`src/rtl/mlu_iter.sv`:
```
// Iterative multiply / multiply-accumulate unit holding the MACH/MACL pair; NP=W/SW shift-add passes.
// Optional saturating MAC (SATW-bit signed clamp, ovf pulse) is built when MLU_SAT_EN is defined.
module mlu_iter #(
  parameter int W    = 32,
  parameter int SW   = 16,
  parameter int SATW = 48
) (
  input  logic         clk,
  input  logic         rst,
  input  logic         op_valid,
  output logic         op_ready,
  input  logic [2:0]   op_code,
  input  logic         sat,
  input  logic [W-1:0] a,
  input  logic [W-1:0] b,
  output logic [W-1:0] mach,
  output logic [W-1:0] macl,
  output logic         busy,
  output logic         done,
  output logic         ovf
);
  localparam int NP = W / SW;
  localparam int KW = (NP > 1) ? $clog2(NP) : 1;
  localparam int MW = W + SW + 2;
  localparam int PW = 2 * W + SW + 2;

  localparam logic [2:0] OP_NOP = 3'd0, OP_CLR = 3'd1, OP_LDH = 3'd2, OP_LDL = 3'd3,
                         OP_MUL = 3'd4, OP_DMULU = 3'd5, OP_DMULS = 3'd6, OP_MAC = 3'd7;

  typedef enum logic {S_IDLE, S_RUN} state_t;

  state_t           r_state, w_state_nxt;
  logic [KW-1:0]    r_k;
  logic [2:0]       r_op;
  logic             r_sat;
  logic [W:0]       r_a;
  logic [W-1:0]     r_b;
  logic [2*W-1:0]   r_prod;
  logic [W-1:0]     r_mach, r_macl;
  logic             r_done, r_ovf;

  logic             w_accept, w_last, w_sgn;
  logic [SW:0]      w_slice;
  logic [MW-1:0]    w_ax, w_sx, w_mul;
  logic [PW-1:0]    w_shift;
  logic [2*W-1:0]   w_prod_nxt, w_acc, w_res, w_smax, w_smin;
  logic [2*W:0]     w_sum;
  logic             w_ovf_nxt;
  logic             w_unused;

  // FSM
  always_ff @(posedge clk or negedge rst) begin
    if (!rst) r_state <= S_IDLE;
    else      r_state <= w_state_nxt;
  end

  always_comb begin
    w_state_nxt = r_state;
    op_ready    = 1'b0;
    w_accept    = 1'b0;
    w_last      = 1'b0;
    case (r_state)
      S_IDLE: begin
        op_ready = 1'b1;
        w_accept = op_valid;
        if (op_valid && op_code[2]) w_state_nxt = S_RUN;
      end
      S_RUN: begin
        w_last = (r_k == KW'(NP - 1));
        if (w_last) w_state_nxt = S_IDLE;
      end
      default: w_state_nxt = S_IDLE;
    endcase
  end

  // One pass: signed (W+1)x(SW+1) partial product, aligned to slice k. r_b shifts down each pass.
  assign w_sgn      = (r_op == OP_DMULS) || (r_op == OP_MAC);
  assign w_slice    = {w_sgn & (r_k == KW'(NP - 1)) & r_b[SW-1], r_b[SW-1:0]};
  assign w_ax       = {{(SW+1){r_a[W]}}, r_a};
  assign w_sx       = {{(W+1){w_slice[SW]}}, w_slice};
  assign w_mul      = w_ax * w_sx;
  assign w_shift    = {{(PW-MW){w_mul[MW-1]}}, w_mul} << (r_k * SW);
  assign w_prod_nxt = r_prod + w_shift[2*W-1:0];

  assign w_acc  = {r_mach, r_macl};
  assign w_sum  = {w_acc[2*W-1], w_acc} + {w_prod_nxt[2*W-1], w_prod_nxt};
  assign w_smax = {{(2*W-SATW+1){1'b0}}, {(SATW-1){1'b1}}};
  assign w_smin = ~w_smax;

  always_comb begin
    w_res     = w_prod_nxt;
    w_ovf_nxt = 1'b0;
    case (r_op)
      OP_MUL: w_res = {r_mach, w_prod_nxt[W-1:0]};
      OP_MAC: begin
        w_res = w_sum[2*W-1:0];
`ifdef MLU_SAT_EN
        // Out of SATW range when the bits above the SATW sign bit disagree.
        if (r_sat && !((&w_sum[2*W:SATW-1]) || !(|w_sum[2*W:SATW-1]))) begin
          w_res     = w_sum[2*W] ? w_smin : w_smax;
          w_ovf_nxt = 1'b1;
        end
`endif
      end
      default: w_res = w_prod_nxt;
    endcase
  end

`ifdef MLU_SAT_EN
  assign w_unused = ^{w_shift[PW-1:2*W]};
`else
  assign w_unused = ^{w_shift[PW-1:2*W], r_sat, w_sum[2*W], w_smax, w_smin};
`endif

  always_ff @(posedge clk or negedge rst) begin
    if (!rst) begin
      r_k    <= '0;
      r_op   <= OP_NOP;
      r_sat  <= 1'b0;
      r_a    <= '0;
      r_b    <= '0;
      r_prod <= '0;
      r_mach <= '0;
      r_macl <= '0;
      r_done <= 1'b0;
      r_ovf  <= 1'b0;
    end else begin
      r_done <= 1'b0;
      r_ovf  <= 1'b0;
      if (w_accept) begin
        case (op_code)
          OP_CLR: begin r_mach <= '0; r_macl <= '0; r_done <= 1'b1; end
          OP_LDH: begin r_mach <= a; r_done <= 1'b1; end
          OP_LDL: begin r_macl <= a; r_done <= 1'b1; end
          OP_MUL, OP_DMULU, OP_DMULS, OP_MAC: begin
            r_op   <= op_code;
            r_sat  <= sat;
            r_a    <= {((op_code == OP_DMULS) || (op_code == OP_MAC)) & a[W-1], a};
            r_b    <= b;
            r_prod <= '0;
            r_k    <= '0;
          end
          default: ;
        endcase
      end else if (r_state == S_RUN) begin
        r_prod <= w_prod_nxt;
        r_b    <= r_b >> SW;
        r_k    <= r_k + 1'b1;
        if (w_last) begin
          {r_mach, r_macl} <= w_res;
          r_done           <= 1'b1;
          r_ovf            <= w_ovf_nxt;
          r_k              <= '0;
        end
      end
    end
  end

  assign mach = r_mach;
  assign macl = r_macl;
  assign busy = ~op_ready;
  assign done = r_done;
  assign ovf  = r_ovf;
endmodule

```
`config.mk`:
```
export PLATFORM = sky130hd
export DESIGN_NAME = mlu_iter
export DESIGN_NICKNAME = d
export VERILOG_FILES = /design/src/rtl/mlu_iter.sv
export SDC_FILE = /design/constraint.sdc
export NUM_CORES = 2
export LEC_CHECK = 0
export BUFFER_PORTS_ARGS = -buffer_cell sky130_fd_sc_hd__buf_2
export CAP_MARGIN = 10
export CORE_MARGIN = 4
export CORE_UTILIZATION = 35
export CTS_CLUSTER_DIAMETER = 80
export DETAILED_ROUTE_END_ITERATION = 6
export REMOVE_ABC_BUFFERS = 1
export SLEW_MARGIN = 20
export SYNTH_ARGS = -nofsm -noshare
export SYNTH_HDL_FRONTEND = slang
export SYNTH_SLANG_ARGS = --single-unit
export TNS_END_PERCENT = 1
```
`constraint.sdc`:
```
create_clock -name clk -period 33.7 [get_ports clk]
set_input_delay 3.37 -clock clk [delete_from_list [all_inputs] [get_ports clk]]
set_output_delay 3.37 -clock clk [all_outputs]
set_load 0.01 [all_outputs]
```
* Yosys cells after proc, flatten, opt, wreduce, memory -nomap -nowiden
Index checks and enable logic that the tools add are counted.
** Cells by class
- Add/subtract/negate cells :: 3
- Mux-type cells :: 29
- Multipliers :: 1
- Eq/ne operators :: 14
- Reduce and logical (&&, ||, !) cells :: 11
- Bitwise gates (word level) :: 4
- Shift operators :: 1
** Operators by type and width (number)
- $mux 32 :: 9
- $mux 64 :: 3
- $add 64x64->64 :: 2
- $pmux 32 s2 :: 2
- $pmux 64 s2 :: 1
- $shl 82x5->64 :: 1
- $mul 33x17->50 :: 1
- $eq 3x3->1 const B :: 7
- $mux 1 :: 13
- $eq 3x2->1 const B :: 2
- $ne 3x1->1 const B :: 2
- $reduce_and 2->1 :: 2
- $reduce_and 4->1 :: 1
- $reduce_bool 2->1 :: 2
- $reduce_or 4->1 :: 1
- $and 1x1->1 :: 3
- $eq 3x1->1 const B :: 1
- $reduce_and 3->1 :: 1
- $reduce_or 3->1 :: 1
- $logic_or 1x1->1 :: 2
- $ne 2x1->1 const B :: 1
- $ne 2x2->1 const B :: 1
- $pmux 1 s2 :: 1
- $add 1x1->1 const B :: 1
- 2 further kinds :: 2
** Word-level totals
- Input port bits :: 71
- Flip-flop bits (word level) :: 199
- Output and inout port bits :: 68
- Logic and storage cells :: 72

* Depth between registers and ports, before layout
- Word-level depth :: 12
- Gate-level depth with buffers :: 53

* Worst setup path before layout
OpenSTA, ideal clock, no wires.
- Path kind :: register to register
- Start :: register r_b[5]
- End :: register r_mach[31] (netlist: mach[31])
- Library setup time :: 0.069 ns
- Path slack :: 22.762 ns
- Period minus slack after synthesis :: 10.938 ns
- Arrival time :: 10.870 ns
- Cell stages (with the launch flop) :: 47
- Required time :: 33.631 ns
- Buffers on the path :: 3
- Cell sequence :: dfrtp_1 > clkbuf_1 > clkbuf_1 > nand2_1 > fa_1 > inv_1 > fa_1 > inv_1 > fa_1 > fa_1 > inv_1 > fa_1 > fa_1 > ha_1 > and4_1 > a21oi_1 > o21ai_0 > a31o_1 > (+11 left out) > or4_1 > o31ai_2 > a221o_2 > a31oi_1 > o31ai_1 > xor2_1 > ha_1 > nor2b_1 > o21ai_0 > nand2b_1 > a21o_1 > a21o_1 > a21o_1 > a21oi_1 > o21ai_2 > xnor2_1 > or4b_1 > nand3_1
** Between the ends
- Word-level cells in the longest chain between the ends :: 8
** RTL lines
- from (decl) :: line 37 : logic [W-1:0] r_b;
- from (signal assigned) :: line 147 : r_b <= r_b >> SW;
- $mul 33x17->50 * :: line 81 : assign w_mul = w_ax * w_sx;
- $shl 82x5->64 * :: line 82 : assign w_shift = {{(PW-MW){w_mul[MW-1]}}, w_mul} << (r_k * SW);
- $add 64x64->64 * :: line 83 : assign w_prod_nxt = r_prod + w_shift[2*W-1:0];
- $add 64x64->64 :: line 86 : assign w_sum = {w_acc[2*W-1], w_acc} + {w_prod_nxt[2*W-1], w_prod_nxt};
- $pmux 64 s2 * :: line 93 : case (r_op)
- $mux 32 * :: line 149 : if (w_last) begin
- $mux 32 * :: line 145 : end else if (r_state == S_RUN) begin
- $mux 32 * :: line 130 : if (w_accept) begin
- to (signal assigned) :: line 150 : {r_mach, r_macl} <= w_res;
- to (decl) :: line 39 : logic [W-1:0] r_mach, r_macl;
Every way passes the cells marked *; elsewhere a longest branch is shown, timed or not. The select of a mux whose other input is x is not followed.
A chain may end at the register's enable or synchronous reset.

* Worst setup path after layout
- Start :: register r_b[15]
- End :: register r_mach[31] (netlist: mach[31])
** Between the ends
- Word-level cells in the longest chain between the ends :: 9
** RTL lines
- $and 1x1->1 :: line 78 : assign w_slice = {w_sgn & (r_k == KW'(NP - 1)) & r_b[SW-1], r_b[SW-1:0]};
- $mul 33x17->50 * :: line 81
- $shl 82x5->64 * :: line 82
- $add 64x64->64 * :: line 83
- $add 64x64->64 :: line 86
- $pmux 64 s2 * :: line 93
- $mux 32 * :: line 149
- $mux 32 * :: line 145
- $mux 32 * :: line 130
Marked as above.

==> impl_metrics.ini <==
[clock_network]
cts_tree = yes
path_clk_slew_ps = 80
cts_resized = 0
htreeDepth = 4
clock_sinks = 199
tritoncts.num_buffers = 17
max-clock-path-buffers = 2
clock_latency_ps = 520
cts_root_buf = clkbuf_16
cts_hold_buf = 0
post_cts_buffers = 0

[setup_path]
reg2reg_from = r_b[15]$_DFFE_PN0P_
crit_required_ps = 34140
critPathKind = reg -> reg
slowest_stage = nand4_1
regToRegSetupSlack_ps = 20390
slowest_delay_ps = 810
crit_path_end_kind = register
r2r_cells = 43
start_kind = register
cp.arrival_ps = 13750
crit_fanout = 35
timing.rr.end = mach[31]$_DFFE_PN0P_
path_common_cell = fa_1

[timing]
finalSetupViolations = 0
tightestPinTransition_ps = 967.2
rsz0062_at_grt = false
tns_ps = 0
fmax_ghz = 0.07513
drv_slew = 0
hold_viol = 0
holdWs_ps = 478.4
post-route-period-util = 0.3950
slew_headroom = 0.3552
fin_skew_ps = 21.21
period_needed_ps = 13310

[layout]
nets = 5052
final-seq-area_um2 = 4990
multiInputGateArea_um2 = 27420
layout_commonest_cell = nand2_1
fillCellCount = 10400
fin_util = 0.3792
final_cell_mix = nand2_1 (728), inv_1 (594), fa_1 (538)
final_area_um2 = 38030
syn_to_final_growth_pct = 7.335
drive_gt1_frac = 0.06560

[logic_synthesis]
synthArstFlopShare = 1.000
synth_cells = 4198
yosysUniqueCellTypes = 96
synthFlopType = dfrtp_1
synth_edf_count = 0
yosys_warnings = 0
syn_area_um2 = 35430
synth-seq-area-share = 0.1406
ys_ff_latch = 199
synth_area_per_cell_um2 = 8.439

[global_route]
grt_pass1_wl_mm = 175.1
grt_usage = 0.2108
grt_max_degree = 79
antenna_found_initial = 3
grt_overflow = 0
first_global_vias = 29930

[floorplanning]
dieArea_um2 = 106400
coreArea_um2 = 100300
rows = 116
die_w_um = 326.2
die_y_um = 326.2
initial_core_util = 0.3533
boundaryPins = 139

[route]
ant_nets = 0
avgViaCountPerCell = 5.232
vias = 29120
drt_wl_total_mm = 111.0
wire_per_inst_um = 19.94
drcViolationCount = 0
first_iter_violations = 2341
first_pass_iters = 5

[worst_hold_path]
worstHoldEndpoint = r_a[26]$_DFFE_PN0P_
hold_class = reg -> reg
hold_path_depth = 2
min-delay-start = r_a[26]$_DFFE_PN0P_

[place]
gp_congestion = 0.9343
place_hpwl_mm = 86.80
placed_area_um2 = 37400
portBuffers = 136

[status]
status = finished clean

[flow_run]
cap_violations = 0
==> worst max-delay path, delay by kind of cell (launching register included) <==
kind / cells / cell delay [ps]
and+or+nand+nor: 10 / 3080
AOI/OAI and AO/OA: 16 / 3510
buffers and inverters: 4 / 1050
xor gates and xnor gates: 3 / 1010
DFF: 1 / 330
adders and majority gates: 9 / 3910
muxes: 1 / 300
==> state kept, by name, summed over array words and instances (netlist names) <==
register	count
r_b	32
mach	32
r_prod	64
r_k	1
r_op	3
busy	1
r_a	33
macl	32
done	1
==> layout make-up <==
cell class,count,area share
multi-input combinational,3196,0.7211
sequential,199,0.1312
inverter,595,0.05873
tap,1357,0.04465
timing repair buffer,185,0.02784
clock buffer,18,0.01155
clock inverter,14,0.004902
antenna,1,0.00006580
==> per-layer routing <==
metal	track usage	vias up	wire, µm
met5	0	-	0
met1	0.2936	14650	50230
met3	0.02957	108	6338
met2	0.3458	831	51660
li1	-	13530	-
met4	0.05412	0	2737
==> synthesized netlist by cell type (24+ instances only) <==
cell      count  area, µm²
nand2_1     729       2736
inv_1       594       2230
fa_1        538      10770
and2_1      266       1664
ha_1        249       3115
o21ai_0     202       1011
dfrtp_1     199       4980
nor2_1      195      732.0
a21oi_1     190      950.9
clkbuf_1    190      713.2
xnor2_1     105      919.6
a21o_1      100      750.7
xor2_1       69      604.3
nand3_1      55      275.3
a221oi_1     41      359.1
a31oi_1      33      206.5
nor2b_1      29      181.4
nand4_1      28      175.2
o21bai_1     28      210.2
mux2i_1      24      240.2
nand2b_1     24      150.1
==> worst max-delay path by stage <==
| stage | from | to | slack [ps] | depth (start not counted) |
|---|---|---|---|---|
| global placement | r_b[15]$_DFFE_PN0P_ | mach[31]$_DFFE_PN0P_ | 20600 | 43 |
| floorplan | r_k$_DFFE_PN0P_ | mach[31]$_DFFE_PN0P_ | 21560 | 43 |
| finish | r_b[15]$_DFFE_PN0P_ | mach[31]$_DFFE_PN0P_ | 20390 | 43 |
| CTS | r_b[15]$_DFFE_PN0P_ | mach[31]$_DFFE_PN0P_ | 20530 | 43 |
| global route | r_b[15]$_DFFE_PN0P_ | mach[31]$_DFFE_PN0P_ | 19730 | 44 |
| detailed placement | r_b[15]$_DFFE_PN0P_ | mach[31]$_DFFE_PN0P_ | 20640 | 43 |
==> stage by stage <==
stage / instances / setup WS (ps)
2_1_floorplan: 3990 / 21560
3_3_place_gp: 5532 / 20600
3_5_place_dp: 5532 / 20640
4_1_cts: 5564 / 20530
5_1_grt: 5564 / 19730
6_report: 5565 / 20390
==> cells by family after synthesis <==
group | Yosys count | share of synthesized area
and+or+nand+nor | 1416 | 0.1838
buffers and inverters | 803 | 0.08666
AOI/OAI and AO/OA | 791 | 0.1462
adders and majority gates | 787 | 0.3919
DFF | 199 | 0.1406
xor gates and xnor gates | 174 | 0.04301
muxes | 27 | 0.007734
other | 1 | 0.0001058
Power is left out: the tool's default activity adds up to more than one toggle a clock period on the data nets, which glitch-free logic cannot reach.
